### config.mk
export PLATFORM = sky130hd
export DESIGN_NAME = latch_pipe
export DESIGN_NICKNAME = d
export VERILOG_FILES = /design/src/rtl/latch_pipe_pkg.sv /design/src/rtl/latch_pipe_stage.sv /design/src/rtl/latch_pipe.sv
export SDC_FILE = /design/constraint.sdc
export NUM_CORES = 1
export LEC_CHECK = 0
export ABC_AREA = 1
export CELL_PAD_IN_SITES_DETAIL_PLACEMENT = 1
export CELL_PAD_IN_SITES_GLOBAL_PLACEMENT = 2
export CORE_MARGIN = 5
export CORE_UTILIZATION = 28
export DETAILED_ROUTE_END_ITERATION = 16
export GPL_ROUTABILITY_DRIVEN = 0
export PLACE_DENSITY = 0.83
export SLEW_MARGIN = 15
export SYNTH_ARGS = -nofsm -noshare
export SYNTH_HDL_FRONTEND = slang
export SYNTH_SLANG_ARGS = --single-unit
### constraint.sdc
create_clock -name C -period 2.4 [get_ports C]
set_clock_uncertainty 0.15 [all_clocks]
set_input_delay 0.72 -clock C [delete_from_list [all_inputs] [get_ports C]]
set_output_delay 0.72 -clock C [all_outputs]
set_load 0.01 [all_outputs]
### src/rtl/latch_pipe_pkg.sv
// latch_pipe_pkg: shared constants, types and
// helpers for the latch_pipe storage chain.
package latch_pipe_pkg;

  localparam MODE_FLOP  = "FLOP";
  localparam MODE_LATCH = "LATCH";

  localparam int MAX_WIDTH = 64;
  localparam int MAX_DEPTH = 16;

  // One stage worth of state at the widest width.
  typedef struct packed {
    logic [MAX_WIDTH-1:0] data;
    logic                 valid;
  } stage_t;

  // Bits needed to count 0..depth occupied stages.
  function automatic int cnt_width(input int depth);
    return $clog2(depth + 1);
  endfunction

  // Number of set bits in a valid vector.
  function automatic logic [4:0] popcount16(
    input logic [MAX_DEPTH-1:0] v
  );
    logic [4:0] n;
    n = '0;
    for (int i = 0; i < MAX_DEPTH; i++) begin
      n = n + 5'(v[i]);
    end
    return n;
  endfunction

endpackage

### src/rtl/latch_pipe_stage.sv
// latch_pipe_stage: one data+valid stage, built as
// either a rising-edge flop or a level latch.
module latch_pipe_stage
  import latch_pipe_pkg::*;
#(
  parameter int               WIDTH      = 8,
  parameter                   MODE       = MODE_FLOP,
  parameter bit               PHASE      = 1'b0,
  parameter logic [WIDTH-1:0] INIT_VALUE = '0
) (
  input  logic             C,
  input  logic             R,
  input  logic             E,
  input  logic             CLR,
  input  logic [WIDTH-1:0] D,
  input  logic             DV,
  output logic [WIDTH-1:0] Q,
  output logic             QV
);

  // A phase only has meaning for latch stages.
  if (MODE != MODE_LATCH && PHASE) begin : g_bad_phase
    $fatal(1, "latch_pipe_stage: flop has no phase");
  end

  if (MODE == MODE_LATCH) begin : g_latch

    logic open_c;
    logic en;

    // PHASE=0 opens while C is high, PHASE=1 while low.
    assign open_c = PHASE ? ~C : C;
    assign en     = E & open_c;

    // Data latch: follows D while open, else holds.
    always_latch begin
      if (!R) begin
        Q <= INIT_VALUE;
      end else if (en) begin
        Q <= D;
      end
    end

    // Valid latch: a flush clears it at level.
    always_latch begin
      if (!R) begin
        QV <= 1'b0;
      end else if (CLR) begin
        QV <= 1'b0;
      end else if (en) begin
        QV <= DV;
      end
    end

  end else begin : g_flop

    // Data flop: shifts on enable, flush leaves it alone.
    always_ff @(posedge C or negedge R) begin
      if (!R) begin
        Q <= INIT_VALUE;
      end else if (E) begin
        Q <= D;
      end else if (!E) begin
        Q <= Q;
      end else begin
        Q <= 'x;
      end
    end

    // Valid flop: flush wins over enable.
    always_ff @(posedge C or negedge R) begin
      if (!R) begin
        QV <= 1'b0;
      end else if (CLR) begin
        QV <= 1'b0;
      end else if (!CLR && E) begin
        QV <= DV;
      end else if (!CLR && !E) begin
        QV <= QV;
      end else begin
        QV <= 1'bx;
      end
    end

  end

endmodule

### src/rtl/latch_pipe.sv
// latch_pipe: WIDTH x DEPTH flop/latch chain with a
// travelling valid bit, flush and occupancy count.
module latch_pipe
  import latch_pipe_pkg::*;
#(
  parameter int               WIDTH      = 8,
  parameter int               DEPTH      = 2,
  parameter                   MODE       = MODE_FLOP,
  parameter logic [WIDTH-1:0] INIT_VALUE = '0,
  parameter real              DLY        = 0.5
) (
  input  logic                        C,
  input  logic                        R,
  input  logic                        E,
  input  logic                        CLR,
  input  logic [WIDTH-1:0]            D,
  input  logic                        DV,
  output logic [WIDTH-1:0]            Q,
  output logic                        QV,
  output logic [cnt_width(DEPTH)-1:0] CNT
);

  localparam int CW = cnt_width(DEPTH);

  if (DEPTH < 1 || DEPTH > MAX_DEPTH) begin : g_bad_depth
    $fatal(1, "latch_pipe: DEPTH out of range");
  end

  if (WIDTH < 1 || WIDTH > MAX_WIDTH) begin : g_bad_width
    $fatal(1, "latch_pipe: WIDTH out of range");
  end

  if (MODE != MODE_FLOP && MODE != MODE_LATCH) begin : g_bad_mode
    $fatal(1, "latch_pipe: MODE must be FLOP or LATCH");
  end

  if (DLY < 0.0) begin : g_bad_dly
    $fatal(1, "latch_pipe: DLY must not be negative");
  end

  // Index 0 is the chain input, index k the output of stage k-1.
  logic [WIDTH-1:0] sd [DEPTH+1];
  logic [DEPTH:0]   sv;

  assign sd[0] = D;
  assign sv[0] = DV;

  for (genvar k = 0; k < DEPTH; k++) begin : g_stage
    latch_pipe_stage #(
      .WIDTH      (WIDTH),
      .MODE       (MODE),
      .PHASE      (MODE == MODE_LATCH && (k % 2) == 1),
      .INIT_VALUE (INIT_VALUE)
    ) u_stage (
      .C   (C),
      .R   (R),
      .E   (E),
      .CLR (CLR),
      .D   (sd[k]),
      .DV  (sv[k]),
      .Q   (sd[k+1]),
      .QV  (sv[k+1])
    );
  end

  assign Q  = sd[DEPTH];
  assign QV = sv[DEPTH];

  // Occupancy: count of stage valids, bounded by DEPTH.
  always_comb begin
    CNT = '0;
    CNT = CW'(popcount16(16'(sv[DEPTH:1])));
  end

`ifdef TIMED_SIM
`ifndef SYNTHESIS
  // D->Q only exists as a real path for one open latch.
  specify
    specparam t_dly = DLY;
    (C *> Q)  = t_dly;
    (C => QV) = t_dly;
    (R *> Q)  = t_dly;
    (D *> Q)  = t_dly;
  endspecify
`endif
`endif

endmodule

==> results of run 1 <==
-- what timing repair did --
item | CTS | global route
endpoints found under the setup margin | 0 | 1
setup buffers | 0 | 2
resized for setup | 0 | 1
hold buffers | 0 | 0
-- power by group --
group / switching, mW / leakage [nW] / total [mW] / internal (mW)
clock network: 0.0843 / 0.0138 / 0.142 / 0.0581
registers: 0.0150 / 0.224 / 0.347 / 0.332
logic: 0.0579 / 0.295 / 0.127 / 0.0693
total: 0.157 / 0.533 / 0.616 / 0.459
-- worst max-delay path, delay by kind of cell (launching register included) --
kind | cells | cell delay [ps]
buf+inv | 1 | 480
flops | 1 | 400
fa+ha+maj | 1 | 200
-- how the worst max path moves through the flow --
stage / slack, ps / cells past startpoint / startpoint / end
after floorplan: 790 / 1 / g_stage[1].u_stage.QV / CNT[0]
after CTS: 10 / 2 / g_stage[0].u_stage.QV / CNT[0]
final: 170 / 2 / g_stage[1].u_stage.QV / CNT[1]
after detailed placement: 340 / 2 / g_stage[0].u_stage.QV / CNT[0]
after global placement: 350 / 2 / g_stage[1].u_stage.QV / CNT[0]
after global routing: 110 / 2 / g_stage[1].u_stage.QV / CNT[1]
-- layout by cell type (no fill, tap or decap) --
cell             netlist  layout
buf_4                  0       5
clkbuf_4               0       3
clkdlybuf4s50_1        0      22
dfrtp_1               18      18
dlymetal6s2s_1         0       1
ha_1                   1       1
inv_1                 17      17
nand2_1               20      20
nand3_1                2       2
nor2_1                 1       1
o21ai_0                4       4
o21ai_1                2       2
o21ai_2               10      10
-- state kept, by name, indices dropped and copies added, names as in the netlist --
name                cells
g_stage.u_stage.Q      16
g_stage.u_stage.QV      2
-- per-layer routing --
metal	share of wire	up-vias
met5	0	-
met3	0.065	0
li1	-	294
met4	0	0
met1	0.45	289
met2	0.49	15
-- kinds of logic after synthesis --
group,synth area share
adders and majority gates,0.0161
and+or+nand+nor,0.114
DFF,0.579
AOI/OAI and AO/OA,0.151
buffers and inverters,0.140
-- final cells by class --
class	count	area, um^2	share of cell area
sequential	18	450	0.423
timing repair buffer	28	270	0.254
multi-input combinational	40	219	0.206
inverter	17	63.8	0.0599
tap	31	38.8	0.0364
clock buffer	3	22.5	0.0212
-- per-stage QoR --
stage | power [mW] | setup slack (ps) | cell area, um^2
after global routing | 0.658 | 106 | 1060
final | 0.616 | 171 | 1060
after floorplan | 0.412 | 785 | 778
after global placement | 0.476 | 353 | 1020
after detailed placement | 0.482 | 339 | 1020
after CTS | 0.628 | 11.4 | 1050
==> results.toml, run 1 <==
[status]
status = "finished clean"

[route]
drt_wl_total_um = 1510
wl_per_cell_um = 11.1
vias = 598
drc = 0
drt_iter0_markers = 2
routed_via_density = 4.36
drtAntennaViolNets = 0
drtPass1Iterations = 2

[synthesis]
netlist_area_um2 = 778
synth_cell_type_count = 10
async_flop_share = 1.00
syn-mean-instance-area_um2 = 9.85
synth.top_cell.area_share = 0.579
ys_ff_latch = 18
synth.area.top_cells = "dfrtp_1, o21ai_2, nand2_1, inv_1, buf_6"
ys.flop_type = "dfrtp_1"
syn_inst = 79
yosys.area.top_type = "dfrtp_1"
synth_edf_count = 0
synth.most_common_cell = "nand2_1"
yosysSeqAreaShare = 0.579
ys_warn_count = 0
syn_nets = 93
synth_commonest_cells = "nand2_1, dfrtp_1, inv_1"

[setup_path]
startpoint_type = "register"
worstReg2RegEnd = "g_stage[0].u_stage.QV"
r2r_cells = 3
crit_fanout = 3
crit_path_max_incr_delay_ps = 480
rrSetupSlack_ps = 1510
worstPathArrival_ps = 1360
cp_cell_sequence = "ha_1, clkdlybuf4s50_1"
required_ps = 1530
cp-end-kind = "primary output"
slowest_stage = "clkdlybuf4s50_1"
worstReg2RegStart = "g_stage[0].u_stage.QV"
critical_path_class = "register to primary output"

[place]
dp.cells = 132
io_buffer_count = 23
hpwl_um = 1180

[timing]
rsz0062_at_grt = "false"
holdWs_ps = 340
drv_slew = 0
slew_headroom = 0.828
post-route-min-period_ps = 2230
fin_tns_setup_ps = 0
tightest_slew_ps = 258
timing.final.crit_share = 0.929
hold_viol_final = 0
finalSetupViolCount = 0
fmax_mhz = 449

[global_route]
gr-total-overflow = 0
antenna_found_initial = 0
gr-usage-met1 = 0.103
grt_pass1_vias = 638
grt_max_degree = 25
busiest_layer = "met2"
use_met3 = 0.0288
grt_use_total = 0.0823
grt_use_met2 = 0.133
grt_pass1_wl_um = 2720

[layout]
finalCoreUtilization = 0.393
diodes = 0
nFillCells = 336
final_cells = 137
final_nets = 122
drive_gt1_frac = 0.170
syn_to_final_growth_pct = 36.8

[floorplan]
die_area_mm2 = 0.00393
die_h_um = 62.7
start_util = 0.287
coreArea_mm2 = 0.00271
die_x_um = 62.7
ioPinCount = 24
rows = 19

[clock_tree]
cts_buffer_depth = 2
cts_buffers = 3
cts_sinks = 18
htreeDepth = 1
cts-root-buf = "clkbuf_4"
clk_latency_ps = 280
cts_tree = "built"
clk_pin_slew_ps = 100

[min_path]
min_from = "g_stage[0].u_stage.Q[3]"
min_to = "g_stage[1].u_stage.Q[3]"
holdPathStages = 2
worst_hold_path_type = "register to register"

[power]
p_per_area_mw_per_mm2 = 579
power_leakage_nw = 0.533
vdd_ir_drop_max_uv = 285

[run]
drv_cap = 0
(Power assumes the default switching activity.)
==> inputs of run 2 (changes only) <==
- CORE_ASPECT_RATIO: default -> 0.75
- CORE_UTILIZATION: 28 -> 30
- CTS_BUF_LIST: default -> sky130_fd_sc_hd__clkbuf_4
- PLACE_DENSITY: 0.83 -> 0.88
==> run 2 against run 1 <==
First-iteration DRC count grew to 5.5 times the previous value; clock-buffer cell count stayed put; critical endpoint unchanged; clock power is 9% higher; total power is 2.0% higher; sequential share of layout area is 0.15 points lower; final area is 0.35% higher; combinational power hardly changed; worst hold slack worse by 0.66 ps; register-to-register slack better by 70 ps; maximum frequency is 0.49% lower.
==> results.toml, run 2 (synthesis results as in run 1) <==
[clock_tree]
cts_sinks = 18
cts-root-buf = "clkbuf_4"
clk_pin_slew_ps = 100
cts_tree = "built"
cts_hold_buf = 0
cts_buffers = 3
cts_setup_buffers = 0
cts_buffer_depth = 2
clk_latency_ps = 290
htreeDepth = 1

[timing]
post-route-min-period_ps = 2240
setup_ws_ps = 160
fmax_mhz = 447
slew_headroom = 0.813
fin_tns_setup_ps = 0
holdWs_ps = 339
tightest_slew_ps = 279
timing.final.crit_share = 0.933
rsz0062_at_grt = "false"
finalSetupViolCount = 0
drv_slew = 0
hold_viol_final = 0

[floorplan]
start_util = 0.306
die_area_mm2 = 0.00372
die_x_um = 68.8
die_h_um = 54.1
coreArea_mm2 = 0.00254
ioPinCount = 24
rows = 16

[layout]
largest_reg_flops = 16
largest_register = "g_stage.u_stage.Q"
final_common_cell = "clkdlybuf4s50_1"
final_cell_mix = "clkdlybuf4s50_1, nand2_1, dfrtp_1"
final_nets = 120
syn_to_final_growth_pct = 37.3
fin_area_mm2 = 0.00107
reg_top3 = "g_stage.u_stage.Q (16), g_stage.u_stage.QV (2)"
diodes = 0
drive_gt1_frac = 0.152

[setup_path]
critical_path_class = "register to primary output"
worstPathArrival_ps = 1370
crit_path_max_incr_delay_ps = 470
required_ps = 1530
slowest_stage = "clkdlybuf4s50_1"
startpoint_type = "register"
cp-end-kind = "primary output"
cp_cell_sequence = "ha_1, clkdlybuf4s50_1"
crit_fanout = 3

[global_route]
antenna_found_initial = 0
use_met3 = 0.0522
grt_pass1_wl_um = 2820
busiest_layer = "met2"
grt_max_degree = 23
grt_pass1_vias = 617
gr-usage-met1 = 0.124
grt_use_met2 = 0.165
gr-total-overflow = 0
grt_use_total = 0.104

[route]
routed_via_density = 4.12
drc = 0
drt_iter0_markers = 11
drt_wl_total_um = 1550
wl_per_cell_um = 11.0
drtAntennaViolNets = 0
drtPass1Iterations = 2
vias = 581

[power]
p_per_area_mw_per_mm2 = 588
power.total_uw = 629
vdd_ir_drop_max_uv = 304
power_leakage_nw = 0.517

[run]
drv_cap = 0

[min_path]
worst_hold_path_type = "register to register"

[status]
status = "finished clean"

[place]
io_buffer_count = 23
hpwl_um = 1180
place_area_mm2 = 0.00104
place_ws_ps = 325
-- run 2: cell types whose count changed in the layout (fill, tap and decap cells not counted), sizes merged --
cell          delta
buf              -2
clkinv           +1
dlygate4sd2      +1
dlymetal6s2s     -1
-- run 2: final cells by class --
class | instances | area, um^2
repair buffers | 26 | 264
flip-flops and latches | 18 | 450
fillers | 318 | 1470
well taps | 36 | 45.0
multi-input cells | 40 | 219
inverters | 17 | 63.8
clock inverters | 1 | 3.75
clock buffers | 3 | 22.5
-- run 2: worst paths after layout --
check	startpoint	to	slack, ps	cells past startpoint
max	g_stage[1].u_stage.QV	CNT[1]	160	2
min	g_stage[0].u_stage.Q[4]	g_stage[1].u_stage.Q[4]	340	2
max reg2reg	g_stage[0].u_stage.QV	g_stage[1].u_stage.QV	1580	2
min reg2reg	g_stage[0].u_stage.Q[4]	g_stage[1].u_stage.Q[4]	340	2
max in group asynchronous	R	g_stage[1].u_stage.Q[7]	1310	2
min in group asynchronous	R	g_stage[1].u_stage.Q[3]	590	2
-- run 2: critical path: cells and delay by family, from the launching register on --
kind,cells,cell delay [ps]
buf+inv,1,470
flops,1,410
fa+ha+maj,1,190
-- run 2: metrics by stage --
step	instances	utilization
3_5_place_dp	137	0.410
5_1_grt	141	0.420
3_3_place_gp	137	0.410
6_report	141	0.420
2_1_floorplan	79	-
4_1_cts	141	0.420
-- run 2: where the power goes --
group          total (mW)  leakage, nW  internal, mW  switching, mW
Combinational       0.127        0.278        0.0691         0.0579
Clock               0.155       0.0154        0.0605         0.0941
Sequential          0.347        0.224         0.332         0.0153
Total               0.629        0.517         0.461          0.167
-- run 2: routing by layer --
layer,vias up,share of wire
li1,292,-
met1,269,0.46
met2,20,0.44
met3,0,0.10
met4,0,0
met5,-,0
-- run 2: what timing repair did --
action | CTS | global route
endpoints found under the hold margin | 0 | 0
setup endpoints to repair | 1 | 0
gates resized for setup | 1 | 0
==> inputs of run 3 (changes only) <==
- SETUP_SLACK_MARGIN: default -> 0.15
==> run 3 against run 2 <==
Register-to-register slack hardly changed; final area is 0.12% lower; non-clock buffer count stayed put; worst hold slack stayed put; maximum frequency is 4.0% higher; sequential share of layout area hardly changed; sequential power hardly changed; critical path type unchanged.
==> results.toml, run 3 (synthesis results as in run 1) <==
[status]
status = "finished clean"

[route]
drt_wl_total_um = 1550
drt_iter0_markers = 11
drc = 0
wl_per_cell_um = 11.0
routed_via_density = 4.12
vias = 581
drtAntennaViolNets = 0
drtPass1Iterations = 2

[place]
place_ws_ps = 325
dp.cells = 137
hpwl_um = 1180
io_buffer_count = 23

[power]
power_leakage_nw = 0.522
vdd_ir_drop_max_uv = 304
power.total_uw = 629
p_per_area_mw_per_mm2 = 589

[floorplan]
rows = 16
die_area_mm2 = 0.00372
die_h_um = 54.1
start_util = 0.306
die_x_um = 68.8
coreArea_mm2 = 0.00254
ioPinCount = 24

[layout]
diodes = 0
final_cell_mix = "clkdlybuf4s50_1, nand2_1, dfrtp_1"
final_common_cell = "clkdlybuf4s50_1"
largest_reg_flops = 16
final_cells = 141
syn_to_final_growth_pct = 37.1
drive_gt1_frac = 0.152
reg_top3 = "g_stage.u_stage.Q (16), g_stage.u_stage.QV (2)"
final_nets = 120
largest_register = "g_stage.u_stage.Q"

[setup_path]
rrSetupSlack_ps = 1580
cp-startpoint = "g_stage[1].u_stage.QV"
slowest_stage = "dfrtp_1"
worstPathArrival_ps = 1280
crit_path_max_incr_delay_ps = 410
required_ps = 1530
crit_fanout = 3
cp-end-kind = "primary output"
critical_path_class = "register to primary output"
worstReg2RegStart = "g_stage[0].u_stage.QV"
cp_cell_sequence = "ha_1, dlygate4sd2_1"
startpoint_type = "register"
crit_family = "flip-flops"
critPathBufInv = 1

[timing]
holdWs_ps = 339
drv_slew = 0
slew_headroom = 0.813
setup_ws_ps = 247
rsz0062_at_grt = "false"
tightest_slew_ps = 279
hold_viol_final = 0
finalSetupViolCount = 0
post-route-min-period_ps = 2150
fin_tns_setup_ps = 0
fmax_mhz = 464
timing.final.crit_share = 0.897

[clock_tree]
clk_pin_slew_ps = 100
htreeDepth = 1
cts_buffers = 3
cts_sinks = 18
cts_tree = "built"
cts-root-buf = "clkbuf_4"
cts_hold_buf = 0
clk_latency_ps = 290
cts_buffer_depth = 2
cts_resized = 2
cts_setup_buffers = 0

[run]
drv_cap = 0

[global_route]
grt_pass1_wl_um = 2820
gr-total-overflow = 0
grt_use_total = 0.104
antenna_found_initial = 0
grt_pass1_vias = 617
grt_max_degree = 23

[min_path]
min_from = "g_stage[0].u_stage.Q[4]"
worst_hold_path_type = "register to register"
[run 3: cell count changes in the layout (fill, tap and decap cells not counted)]
cell	previous run	this run
clkdlybuf4s50_1	22	21
dlygate4sd2_1	1	2
[run 3: layer usage]
layer,up-vias,wire (um),GRT usage
met5,-,0,0
met4,0,0,0.0291
met3,0,156,0.0522
met2,20,688,0.165
met1,269,709,0.124
li1,292,-,-
[run 3: worst min-delay path, cell delays in order, from the launching register on]
cell,delay (ps)
dfrtp_1,360
nand2_1,60
o21ai_2,50
[run 3: layout make-up]
type,count,area [um^2]
sequential,18,450
tap,36,45.0
timing repair buffer,26,263
clock buffer,3,22.5
fill,319,1480
clock inverter,1,3.75
multi-input combinational,40,219
inverter,17,63.8
[run 3: path summary, 6_finish.rpt]
kind                                      endpoint  cells past startpoint
max                                         CNT[0]                      2
min                        g_stage[1].u_stage.Q[4]                      2
max reg2reg                  g_stage[1].u_stage.QV                      2
min reg2reg                g_stage[1].u_stage.Q[4]                      2
max in group asynchronous  g_stage[1].u_stage.Q[7]                      2
min in group asynchronous  g_stage[1].u_stage.Q[3]                      2
[run 3: power by group]
| group | internal, mW | total [mW] | switching (mW) |
|---|---|---|---|
| clock | 0.0605 | 0.155 | 0.0941 |
| combinational | 0.0690 | 0.127 | 0.0579 |
| sequential | 0.332 | 0.347 | 0.0153 |
| total | 0.461 | 0.629 | 0.167 |
[run 3: metrics by stage]
stage / utilization / instance area, um^2
finish: 0.420 / 1070
global route: 0.420 / 1070
CTS: 0.420 / 1070
detailed placement: 0.410 / 1040
global placement: 0.410 / 1040
floorplan: - / 778
